### src/rtl/div_unit.sv
// div_unit: RV32M DIV/DIVU/REM/REMU by restoring shift-subtract, one quotient bit per cycle (optional macro: DIV_SIGNED_EN).
// Latency 33 cycles (1 for divide-by-zero/overflow); start_i is dropped while busy_o, accepted during valid_o.
module div_unit (
    input  logic        clk_i,
    input  logic        rst_i,
    input  logic        start_i,
    input  logic [2:0]  funct_i,
    input  logic [31:0] op1_i,
    input  logic [31:0] op2_i,
    output logic        busy_o,
    output logic        valid_o,
    output logic [31:0] res_o
);

    typedef enum logic [1:0] {IDLE, CALC, DONE} state_t;

    state_t      state, state_nxt;
    logic [5:0]  cnt;
    logic [31:0] quo;
    logic [31:0] rem;
    logic [31:0] dvs;
    logic        rem_sel;
    logic        neg_q;
    logic        neg_r;

    logic        accept;
    logic        op1_neg, op2_neg;
    logic        div_zero, ovf, special;
    logic [31:0] mag1, mag2, special_res;
    logic [32:0] shifted, diff;
    logic [31:0] quo_nxt, rem_nxt, quo_fix, rem_fix, calc_res;
    logic        last;

    assign accept = start_i && (state != CALC);

`ifdef DIV_SIGNED_EN
    logic sgn;
    logic unused_funct;

    assign unused_funct = funct_i[2];
    assign sgn          = ~funct_i[0];
    assign op1_neg      = sgn & op1_i[31];
    assign op2_neg      = sgn & op2_i[31];
    assign ovf          = sgn && (op1_i == 32'h8000_0000) && (op2_i == 32'hFFFF_FFFF);
    // 0x80000000 negates to itself, which is the correct unsigned magnitude
    assign mag1         = op1_neg ? (32'd0 - op1_i) : op1_i;
    assign mag2         = op2_neg ? (32'd0 - op2_i) : op2_i;
`else
    logic unused_funct;

    assign unused_funct = ^{funct_i[2], funct_i[0]};
    assign op1_neg      = 1'b0;
    assign op2_neg      = 1'b0;
    assign ovf          = 1'b0;
    assign mag1         = op1_i;
    assign mag2         = op2_i;
`endif

    assign div_zero = (op2_i == 32'd0);
    assign special  = div_zero | ovf;

    always_comb begin
        special_res = 32'd0;
        if (div_zero)
            special_res = funct_i[1] ? op1_i : 32'hFFFF_FFFF;
        else
            special_res = funct_i[1] ? 32'd0 : 32'h8000_0000;
    end

    // One restoring step: bring in the next dividend bit and trial-subtract
    assign shifted  = {rem, quo[31]};
    assign diff     = shifted - {1'b0, dvs};
    assign quo_nxt  = {quo[30:0], ~diff[32]};
    assign rem_nxt  = diff[32] ? shifted[31:0] : diff[31:0];
    assign quo_fix  = neg_q ? (32'd0 - quo_nxt) : quo_nxt;
    assign rem_fix  = neg_r ? (32'd0 - rem_nxt) : rem_nxt;
    assign calc_res = rem_sel ? rem_fix : quo_fix;
    assign last     = (cnt == 6'd31);

    always_ff @(posedge clk_i or posedge rst_i) begin
        if (rst_i)
            state <= IDLE;
        else
            state <= state_nxt;
    end

    always_comb begin
        state_nxt = state;
        case (state)
            IDLE: begin
                if (accept)
                    state_nxt = special ? DONE : CALC;
            end
            CALC: begin
                if (last)
                    state_nxt = DONE;
            end
            DONE: begin
                if (accept)
                    state_nxt = special ? DONE : CALC;
                else
                    state_nxt = IDLE;
            end
            default: state_nxt = IDLE;
        endcase
    end

    always_ff @(posedge clk_i or posedge rst_i) begin
        if (rst_i) begin
            cnt     <= 6'd0;
            quo     <= 32'd0;
            rem     <= 32'd0;
            dvs     <= 32'd0;
            rem_sel <= 1'b0;
            neg_q   <= 1'b0;
            neg_r   <= 1'b0;
            res_o   <= 32'd0;
        end else if (accept) begin
            cnt     <= 6'd0;
            quo     <= mag1;
            rem     <= 32'd0;
            dvs     <= mag2;
            rem_sel <= funct_i[1];
            neg_q   <= op1_neg ^ op2_neg;
            neg_r   <= op1_neg;
            if (special)
                res_o <= special_res;
        end else if (state == CALC) begin
            quo <= quo_nxt;
            rem <= rem_nxt;
            cnt <= last ? 6'd0 : cnt + 6'd1;
            if (last)
                res_o <= calc_res;
        end
    end

    assign busy_o  = (state == CALC);
    assign valid_o = (state == DONE);

endmodule
### config.mk
export PLATFORM = sky130hd
export DESIGN_NAME = div_unit
export DESIGN_NICKNAME = d
export VERILOG_FILES = /design/src/rtl/div_unit.sv
export SDC_FILE = /design/constraint.sdc
export NUM_CORES = 1
export LEC_CHECK = 0
export BUFFER_PORTS_ARGS = -buffer_cell sky130_fd_sc_hd__buf_2
export CELL_PAD_IN_SITES_DETAIL_PLACEMENT = 0
export CELL_PAD_IN_SITES_GLOBAL_PLACEMENT = 1
export CORE_ASPECT_RATIO = 1.2
export CORE_MARGIN = 2
export CORE_UTILIZATION = 45
export CTS_CLUSTER_SIZE = 24
export DETAILED_ROUTE_END_ITERATION = 10
export GPL_ROUTABILITY_DRIVEN = 0
export PLACE_DENSITY_LB_ADDON = 0.08
export SETUP_SLACK_MARGIN = 0.1
export SLEW_MARGIN = 25
export SYNTH_ARGS = -nofsm -noshare
export SYNTH_HDL_FRONTEND = slang
export SYNTH_SLANG_ARGS = --single-unit
export TNS_END_PERCENT = 5
### constraint.sdc
create_clock -name clk_i -period 9.7 [get_ports clk_i]
set_input_delay 1.455 -clock clk_i [delete_from_list [all_inputs] [get_ports clk_i]]
set_output_delay 1.455 -clock clk_i [all_outputs]
set_load 0.05 [all_outputs]
======== Yosys cells after proc, flatten, opt, wreduce, memory -nomap -nowiden ========
Cells that the tools add are included.
word-level totals
  input port bits ......................... 70
  register bits after elaboration ......... 137
  word-level logic and storage cells ...... 43
  output and inout bits ................... 34
cells by class
  add/subtract/negate cells ............... 2
  bitwise operators ....................... 1
  reductions and logical operators ........ 7
  equal/unequal tests ..................... 7
  multiplexer cells ....................... 19
operators with widths
  operator               count
  $mux W32               11
  $sub A33 B32 Y33       1
  $logic_not A32 Y1      1
  $mux W6                3
  $mux W2                4
  $add A6 B1 Y6 const B  1
  $eq A6 B5 Y1 const B   1
  $ne A2 B1 Y1 const B   3
  $pmux W2 S3            1
  $reduce_bool A2 Y1     2
  $reduce_and A3 Y1      1
  $eq A2 B1 Y1 const B   1
  $eq A2 B2 Y1 const B   1
  $logic_not A2 Y1       1
  $ne A2 B2 Y1 const B   1
  $reduce_and A2 Y1      1
  $logic_and A1 B1 Y1    1
  $not A1 Y1             1

======== Logic depth before layout (Yosys ltp) ========
Gate-level depths: netlist of the first run.
  word-level depth ........................ 6
  mapped depth ............................ 15
  mapped depth without buffers ............ 14

======== Worst setup path after synthesis of the first run ========
No wires, ideal clock.
  kind .................................... input to register
  from .................................... input start_i
  to ...................................... register res_o[2]
  library setup time ...................... 147 ps
  stages on the path ...................... 8
  data required time ...................... 9553 ps
  data arrival time ....................... 3091 ps
  slack ................................... 6462 ps
  path through ............................ clkbuf_1 clkinv_1 nor3_1 o21ai_1 clkbuf_1 or3_1 o21ai_0 a21oi_1
on the way
  longest elaborated chain between the ends .. 3
ends and longest elaborated chain
  item                                                          RTL line  RTL
  start, declared                                               6         input logic start_i,
  $logic_and A1 B1 Y1 *                                         34        assign accept = start_i && (state != CALC);
  $ne A2 B1 Y1 (no line) or $reduce_bool A2 Y1 (tied branches)  n/a
  $reduce_and A3 Y1 (no line)                                   n/a
  end signal, assigned                                          127       res_o <= special_res;
  end signal, assigned                                          133       res_o <= calc_res;
  end, declared                                                 12        output logic [31:0] res_o
Every way passes the cells marked *; elsewhere a longest branch is shown, timed or not.
A chain may end at the register's enable or synchronous reset.

======== Final worst setup path of the first run ========
  from .................................... register quo[31]
  to ...................................... register rem[11]
on the way
  longest elaborated chain between the ends .. 4
ends and longest elaborated chain
  item                    RTL line  RTL
  start, declared         19        logic [31:0] quo;
  start signal, assigned  120       quo <= mag1;
  start signal, assigned  129       quo <= quo_nxt;
  $sub A33 B32 Y33        72        assign diff = shifted - {1'b0, dvs};
  $mux W32                74        assign rem_nxt = diff[32] ? shifted[31:0] : diff[31:0];
  $mux W32                128       end else if (state == CALC) begin
  $mux W32                118       end else if (accept) begin
  end signal, assigned    130       rem <= rem_nxt;
  end, declared           20        logic [31:0] rem;
Every way passes these cells. The select of a mux whose other input is x is not followed.

==> metrics.txt, run 1 <==
synthesis-stage register bit count 137; die width 126.6 microns; syn_nets 1027; port bufs 101; R2R Setup Slk 5.48 ns; initial antenna violation count 0; setup TNS 0 ns; Overflow after GRT 0; area of the multi-input gates 4268 sq um; Critical R2R Launch quo[31]; FMAX 237.1 MHz; Avg WL per Cell 18.16 microns; Fillers 1711; number of global-route vias before repair 6855; CTS Sinks 137; Vias/cell 5.687; Crit path largest cell delay 0.84 ns; YS warnings 0; Arrival @ worst endpoint 4.48 ns; GRT Util Overall 24.39%; Pins Over Slew Limit 0; Die Y 151.1 microns; dpl ws 5.132 ns; RSZ-0062 raised after global routing false; crit-path cells inv_1 -> ha_1 -> inv_1 -> fa_1 -> a211o_1 -> nor3b_1 -> o31ai_1 -> a21oi_1 -> o211ai_1 -> nand3_4 -> o21ai_0 -> o21ai_0; crit-path max FO 51; root buf cell clkbuf_16; crit path from quo[31]; WS Path Type register to register; post_cts resized 0; crit path max-delay cell type o21ai_0; hold path startpoint state[1]; Initial Utilization 46.18%; P&R area growth vs syn 14.59%; Num CTS Buffers 17; clk_skew 0.01079 ns; Slew @ Worst Pin 0.9022 ns; CTS H-tree lvls 4; Setup violations, final 0; min-delay worst type register to register; Crit. End Element register; total length of routed wires 22290 microns; DRT Pass-1 Iters 5; fin nets 1099; Via Count 6978; distinct cell type count after synthesis 64; Final Worst Setup Slack 5.483 ns; Antenna Nets Post-Route 0; Final Cycle Share 43.47%; Die ar. 19130 sq um; final std cells w/o fill 1227; Worst Path Required 9.97 ns; TritonCTS clock tree done; Placeable Area 17570 sq um; maximum clock path buffer count 2; storage element area 3428 sq um; layout cell share with drive strength beyond 1 15.69%; CP Launch Type register; clk_lat worst skew 0.42 ns; Post-Synthesis Cells 923; Cell Rows 53; first-pass GRT wire length 36710 microns; slew margin rel. 39.71%; EDFF count, synth 0; starting DRC count in detailed routing 451; drt drc 0; Post-synth ARST share 100.0%; Max Cap Viol 0; placed insts 1196; Ant. Diodes 0; I/O pin cnt 104; Syn Area/Cell 8.792 sq um; dpl hpwl 15510 microns; largest net degree at the start of global routing 79; area post-placement 8730 sq um; Clock transition at path regs 0.06 ns; status complete, no violations; sequential area share after synthesis 42.24%; final hold vios 0; ys flop type dfrtp_1; post-CTS setup buffer count 0; Tmin final 4.217 ns; synthesized cell area 8115 sq um; Hold Buf Count CTS 0; fin area 9299 sq um
area by class of cell:
type	instances	area share, %
Clock inverter	12	1.359
Multi-Input combinational cell	682	45.90
Inverter	46	1.911
Sequential cell	137	36.87
Timing Repair Buffer	111	6.243
Clock buffer	19	4.763
Tap cell	220	2.960
critical path, delay by kind of cell, from the launching register on:
family,cells,cell delay (ns)
compound gates,6,2.15
flops,1,0.41
buf+inv,2,0.13
simple gates,2,0.72
fa+ha+maj,2,0.59
flip-flops by register name (all words and copies together), names as in the netlist:
| register | flops |
|---|---|
| dvs | 32 |
| cnt | 6 |
| rem | 32 |
| rem_sel | 1 |
| res_o | 32 |
| state | 2 |
| quo | 32 |
kinds of logic (layout without fill, tap and decap cells):
family / count (synthesis) / count (layout) / synth area share (%)
flip-flops: 137 / 137 / 42.24
AND/OR/NAND/NOR: 274 / 274 / 16.16
AO/OA/AOI/OAI: 300 / 300 / 22.23
buffers and inverters: 104 / 188 / 5.334
adder cells (fa/ha/maj): 34 / 34 / 5.335
XOR/XNOR: 28 / 28 / 3.022
multiplexers: 46 / 46 / 5.674
through the flow:
stage               util (%)  hold WS [ns]
finish                 52.92        0.4690
floorplan                  -        0.4291
CTS                    52.92        0.4710
global route           52.92        0.4809
global placement       49.68        0.4490
detailed placement     49.68        0.4605
cells in the final DEF (no fill, tap or decap), drive strengths merged, types with 5 or more instances in the layout:
| cell type | count |
|---|---|
| a21oi | 61 |
| o22ai | 7 |
| mux2i | 46 |
| o221ai | 18 |
| nor4 | 9 |
| xor2 | 13 |
| and2 | 5 |
| clkinv | 8 |
| buf | 111 |
| nor2b | 6 |
| nor3 | 15 |
| nand2 | 126 |
| o31ai | 6 |
| clkbuf | 19 |
| a211oi | 5 |
| o21ai | 146 |
| xnor2 | 15 |
| and3 | 5 |
| or3 | 19 |
| a31oi | 8 |
| nand4 | 10 |
| inv | 46 |
| ha | 33 |
| o22a | 6 |
| a21o | 11 |
| nor2 | 27 |
| nand3 | 41 |
| dfrtp | 137 |
path summary, 6_finish.rpt:
path	endpoint	cells past startpoint
max in group asynchronous	dvs[25]	3
min in group asynchronous	quo[10]	2
worst max register to register	rem[11]	12
worst min-delay path	state[1]	1
worst max-delay path	rem[11]	12
worst min register to register	state[1]	1
metal layers:
layer  GRT usage [%]  wire [microns]
met5               0               0
met1           34.84           10780
met3           4.804             944
met2           37.51           10080
met4           7.527             483
cell usage after synthesis, types with 15 or more instances:
cell type,n,area share [%]
o21ai_0,139,8.6
dfrtp_1,137,42
nand2_1,126,5.8
a21oi_1,61,3.8
mux2i_1,46,5.7
inv_1,45,2.1
clkbuf_1,40,1.9
nand3_1,40,2.5
ha_1,33,5.1
nor2_1,27,1.2
or3_1,19,1.5
o221ai_1,16,1.7
nor3_1,15,0.93
xnor2_1,15,1.6
Power of run 1 is left out: the tool's default activity adds up to more than one toggle a clock period on the data nets, which glitch-free logic cannot reach.
==> run 2: changes to the inputs <==
ABC_AREA = 1   (was unset)
CORE_UTILIZATION = 38   (was 45)
clock period = 3.55 ns   (was 9.7 ns; I/O delays follow)
==> metrics.txt, run 2 <==
Pins Over Slew Limit 0; Die Y 175.8 microns; Worst Path Required 3.87 ns; post-CTS setup buffer count 0; sequential area share after synthesis 36.68%; DRT Pass-1 Iters 5; P&R area growth vs syn 15.25%; fin area 10770 sq um; EDFF count, synth 0; root buf cell clkbuf_16; Final Cycle Share 82.01%; GRT Util Overall 23.17%; setup TNS 0 ns; port bufs 101; M3 GR Usage 2.987%; starting DRC count in detailed routing 541; Critical R2R Launch quo[31]; ys flop type dfrtp_1; synthesis-stage register bit count 137; Ant. Diodes 0; CTS Sinks 137; leakage power 6.255 nW; Via Count 8873; Post-synth top cells 524 x nand2_1, 249 x inv_1, 137 x dfrtp_1, 109 x nand3_1, 71 x a21oi_1; worst vdd ir 0.3981 mV; Max Cap Viol 0; post_cts resized 0; Vias/cell 4.833; Clock transition at path regs 0.05 ns; drt drc 0; Arrival @ worst endpoint 3.23 ns; first-pass GRT wire length 46730 microns; commonest non-fill, non-tap cell in the layout nand2_1; syn_nets 1521; status complete, no violations; Int Power 4.554 mW; initial antenna violation count 0; Die ar. 25870 sq um; clock share of power 21.6%; Power per Cell Area 781.9 nW/um^2; Placeable Area 24050 sq um; Synth area leaders dfrtp_1 37%, nand2_1 21%, inv_1 10%; R2R Setup Slk 0.64 ns; register share of total power 27.0%; largest net degree at the start of global routing 72; clk_lat worst skew 0.43 ns; Fillers 2628; WS Path Type register to register; Slew @ Worst Pin 0.8887 ns; clk_skew 0.01058 ns; dpl hpwl 22020 microns; NetSw 3.867 mW; count leader, synth nand2_1; synthesized cell area 9345 sq um; number of global-route vias before repair 8654; number of cells on the worst reg-to-reg path 19; Num CTS Buffers 17; Tmin final 2.911 ns; Worst R2R End res_o[4]; min-delay worst type input port to asynchronous set/reset pin; distinct cell type count after synthesis 40; most used routing layer met2; slew margin rel. 40.75%; top cell type's share of synthesized area 36.68%; RSZ-0062 raised after global routing false; Initial Utilization 38.86%; Cell Rows 62; Syn Area/Cell 6.595 sq um; final hold vios 0; Post-synth ARST share 100.0%; total length of routed wires 29130 microns; Overflow after GRT 0; maximum clock path buffer count 2; Avg WL per Cell 15.87 microns; met1 usage 33.03%; met2 Use GR 37.03%; Crit. End Element register; FMAX 343.5 MHz; crit-path max FO 18; YS warnings 0; Setup violations, final 0; most frequent cells in the layout 523 x nand2_1, 247 x inv_1, 137 x dfrtp_1; I/O pin cnt 104; Post-Synthesis Cells 1417; Comb pwr share 51.4%; die width 147.2 microns; Antenna Nets Post-Route 0; area post-placement 10190 sq um; Hold Buf Count CTS 0; Synth area leader dfrtp_1; TritonCTS clock tree done; CP Launch Type register; crit path from quo[31]; Worst Setup EP res_o[4]; layout cell share with drive strength beyond 1 11.48%; fin nets 1608; Switching Share 45.92%; CTS H-tree lvls 4
==> run 2: changes by cell type in the layout (fill, tap and decap cells not counted), moves of 19 or more <==
cell / change
mux2i_1: -46
nand3_1: +69
nor2_1: +39
nand2_1: +397
or3_1: -19
inv_1: +204
o21ai_0: -78
==> run 2: logic make-up (layout without fill, tap and decap cells) <==
kind of cell,count (synthesis),in the layout,share of synthesized area [%]
and+or+nand+nor,748,748,33.16
buffers and inverters,303,402,12.71
AOI/OAI and AO/OA,178,178,11.22
DFF,137,137,36.68
adders and majority gates,34,34,4.633
xor gates and xnor gates,17,17,1.593
==> run 2: critical path, stage by stage (launching register included) <==
cell and delay, ns:
dfrtp_1 0.35, inv_1 0.07, ha_1 0.16, inv_1 0.12, fa_1 0.46, nand2_1 0.09
nand2_1 0.09, nand3_2 0.09, nand2_2 0.09, nand2_2 0.07, nand2_2 0.06, nand2_2 0.10
nand2_2 0.07, nand2_4 0.20, buf_4 0.27, nand3_1 0.12, nand3_1 0.16, nand2_1 0.09
nand2_1 0.07, nand2_1 0.05
==> run 2: stage by stage <==
stage               total power, mW  util [%]  setup slack [ns]  hold WS, ns  std cells
floorplan                     5.481         -             1.239       0.4213       1417
global placement              6.583     42.36            0.6786       0.4360       1805
detailed placement            6.589     42.36            0.6615       0.4428       1805
CTS                           8.450     44.79            0.6417       0.2139       1836
global route                  9.213     44.79            0.4028       0.2257       1836
finish                        8.421     44.79            0.6386       0.1915       1836
==> run 2: cell type report <==
class	instances	area, sq um	area share (%)
Sequential cell	137	3428	31.83
Timing Repair Buffer	120	673.1	6.250
Inverter	251	945.9	8.783
Tap cell	320	400.4	3.717
Clock inverter	7	91.34	0.8481
Multi-Input combinational cell	977	4740	44.01
Clock buffer	24	491.7	4.566
==> run 2: worst min-delay path by stage <==
| stage | slack (ns) | end | start |
|---|---|---|---|
| 5_1_grt | 0.23 | res_o[1] | rst_i |
| 2_1_floorplan | 0.42 | state[1] | state[1] |
| 3_5_place_dp | 0.44 | state[1] | state[1] |
| 4_1_cts | 0.21 | res_o[1] | rst_i |
| 3_3_place_gp | 0.44 | state[1] | state[1] |
| 6_report | 0.19 | res_o[1] | rst_i |
==> run 2: power by group through the flow <==
| stage | clock network (mW) | registers (mW) | logic [mW] |
|---|---|---|---|
| finish | 1.82 | 2.27 | 4.33 |
| global route | 1.91 | 2.31 | 4.99 |
| CTS | 1.85 | 2.26 | 4.34 |
| detailed placement | 0 | 2.28 | 4.30 |
| global placement | 0 | 2.28 | 4.30 |
| floorplan | 0 | 2.17 | 3.31 |
==> run 2: layer usage <==
| layer | vias to the layer above | wire (microns) | part of all wire [%] |
|---|---|---|---|
| met2 | 184 | 13370 | 46 |
| li1 | 4605 | - | - |
| met1 | 4055 | 14250 | 49 |
| met4 | 0 | 549 | 1.9 |
| met5 | - | 0 | 0 |
| met3 | 29 | 965 | 3.3 |
Note: power is estimated with default switching activity, not from simulation.
==> run 3: changes to the inputs <==
CORE_UTILIZATION = 42   (was 38)
clock period = 2.7 ns   (was 3.55 ns; I/O delays follow)
==> metrics.txt, run 3 (same netlist as run 2, synthesis figures left out) <==
R2R Setup Slk 0.19 ns; slew margin rel. 42.57%; first-pass GRT wire length 45690 microns; min-delay worst type input port to asynchronous set/reset pin; crit path from quo[31]; Vias/cell 5.021; P&R area growth vs syn 19.71%; Int Power 6.427 mW; port bufs 101; I/O pin cnt 104; worst vdd ir 0.6851 mV; dpl hpwl 21660 microns; Cell Rows 59; leakage power 6.474 nW; die width 140.2 microns; largest net degree at the start of global routing 55; maximum clock path buffer count 2; delay-heaviest family, CP simple AND/OR/NAND/NOR gates; Ant. Diodes 0; setup TNS 0 ns; number of global-route vias before repair 8503; crit-path cells inv_1 -> ha_2 -> inv_2 -> fa_2 -> nand2_2 -> nand2_2 -> nand3_2 -> nand2_2 -> nand2_2 -> nand2_2 -> nand2_4 -> nand2_2 -> nand2_8 -> clkbuf_16 -> nand3_1 -> nand3_1 -> nand2_1 -> nand2_1 -> nand2_1; CTS H-tree lvls 4; Die ar. 23470 sq um; Avg WL per Cell 16.09 microns; fin nets 1630; RSZ-0062 raised after global routing true; CTS Sinks 137; DRT Pass-1 Iters 7; clock share of power 21.2%; initial antenna violation count 0; CP bufs+invs 3; area post-placement 10280 sq um; Initial Utilization 42.91%; CP Launch Type register; FMAX 398.1 MHz; GRT Util Overall 24.73%; CP dominant cell by count nand2_2; layout cell share with drive strength beyond 1 14.37%; crit path max-delay cell type dfrtp_1; starting DRC count in detailed routing 500; clk_lat worst skew 0.43 ns; clk_skew 0.01576 ns; Num CTS Buffers 17; crit-path max FO 8; Setup violations, final 0; Crit. End Element register; Switching Share 45.88%; number of cells on the worst reg-to-reg path 19; final hold vios 0; TritonCTS clock tree done; total length of routed wires 29150 microns; most frequent cells in the layout 513 x nand2_1, 247 x inv_1, 137 x dfrtp_1; Arrival @ worst endpoint 2.83 ns; Crit path largest cell delay 0.36 ns; Pins Over Slew Limit 0; WS Path Type register to register; NetSw 5.449 mW; Comb pwr share 53.6%; Final Cycle Share 93.03%; Placeable Area 21780 sq um; fin area 11190 sq um; Antenna Nets Post-Route 0; Clock transition at path regs 0.07 ns; Worst Path Required 3.02 ns; Via Count 9098; Die Y 167.4 microns; commonest non-fill, non-tap cell in the layout nand2_1; drt drc 0; Worst R2R End res_o[20]; Max Cap Viol 0; Slew @ Worst Pin 0.8596 ns; register share of total power 25.2%; status complete, no violations; Overflow after GRT 0; root buf cell clkbuf_16; Tot Pwr 11.88 mW; Critical R2R Launch quo[31]; Tmin final 2.512 ns; Hold Buf Count CTS 0; Power per Cell Area 1062 nW/um^2
==> run 3: per-layer routing <==
layer / vias up / wire length (microns) / global-route usage [%]
li1: 4643 / - / -
met1: 4192 / 13990 / 36.22
met2: 235 / 13490 / 38.62
met3: 28 / 1241 / 3.289
met4: 0 / 431 / 6.588
met5: - / 0 / 0
==> run 3: area by class of cell <==
class                      count  area, sq um
inverter                     251        945.9
clock buffer                  17        425.4
multi-input combinational    979         4848
sequential                   137         3428
timing repair buffer         140         1011
tap                          274        342.8
clock inverter                14        185.2
fill                        2223        10590
==> run 3: worst register-to-register path: stages (launching register included) <==
cell and delay [ns]:
dfrtp_1 0.36, inv_1 0.08, ha_2 0.18, inv_2 0.06, fa_2 0.35, nand2_2 0.07
nand2_2 0.07, nand3_2 0.08, nand2_2 0.07, nand2_2 0.06, nand2_2 0.08, nand2_4 0.08
nand2_2 0.08, nand2_8 0.18, clkbuf_16 0.18, nand3_1 0.09, nand3_1 0.14, nand2_1 0.07
nand2_1 0.08, nand2_1 0.05
==> run 3: per-stage QoR <==
step	std cells	setup slack, ns	util (%)	hold WS (ns)
3_5_place_dp	1772	0.1038	47.19	0.4365
2_1_floorplan	1417	0.3885	-	0.4213
5_1_grt	1812	0.05558	51.37	0.1784
3_3_place_gp	1772	0.1508	47.19	0.4324
4_1_cts	1803	0.08318	50.00	0.1475
6_report	1812	0.1883	51.37	0.1323
==> run 3: what timing repair did <==
action	CTS	global route
endpoints found under the setup margin	6	63
buffers inserted	0	2
pin swaps	0	4
gates cloned	0	7
resized for setup	0	35
==> run 3: worst max path at each step <==
| stage | to | slack (ns) | depth (start not counted) |
|---|---|---|---|
| 2_1_floorplan | res_o[24] | 0.39 | 19 |
| 3_3_place_gp | res_o[18] | 0.15 | 14 |
| 3_5_place_dp | res_o[31] | 0.10 | 20 |
| 4_1_cts | res_o[31] | 0.08 | 20 |
| 5_1_grt | res_o[11] | 0.06 | 19 |
| 6_report | res_o[20] | 0.19 | 19 |
==> run 3: power by group through the flow <==
stage	Combinational, mW	Sequential, mW	Clock [mW]
after floorplan	4.36	2.85	0
after global placement	5.74	3.00	0
after detailed placement	5.74	3.01	0
after CTS	5.79	2.97	2.55
after global routing	7.20	3.04	2.63
final	6.37	2.99	2.51
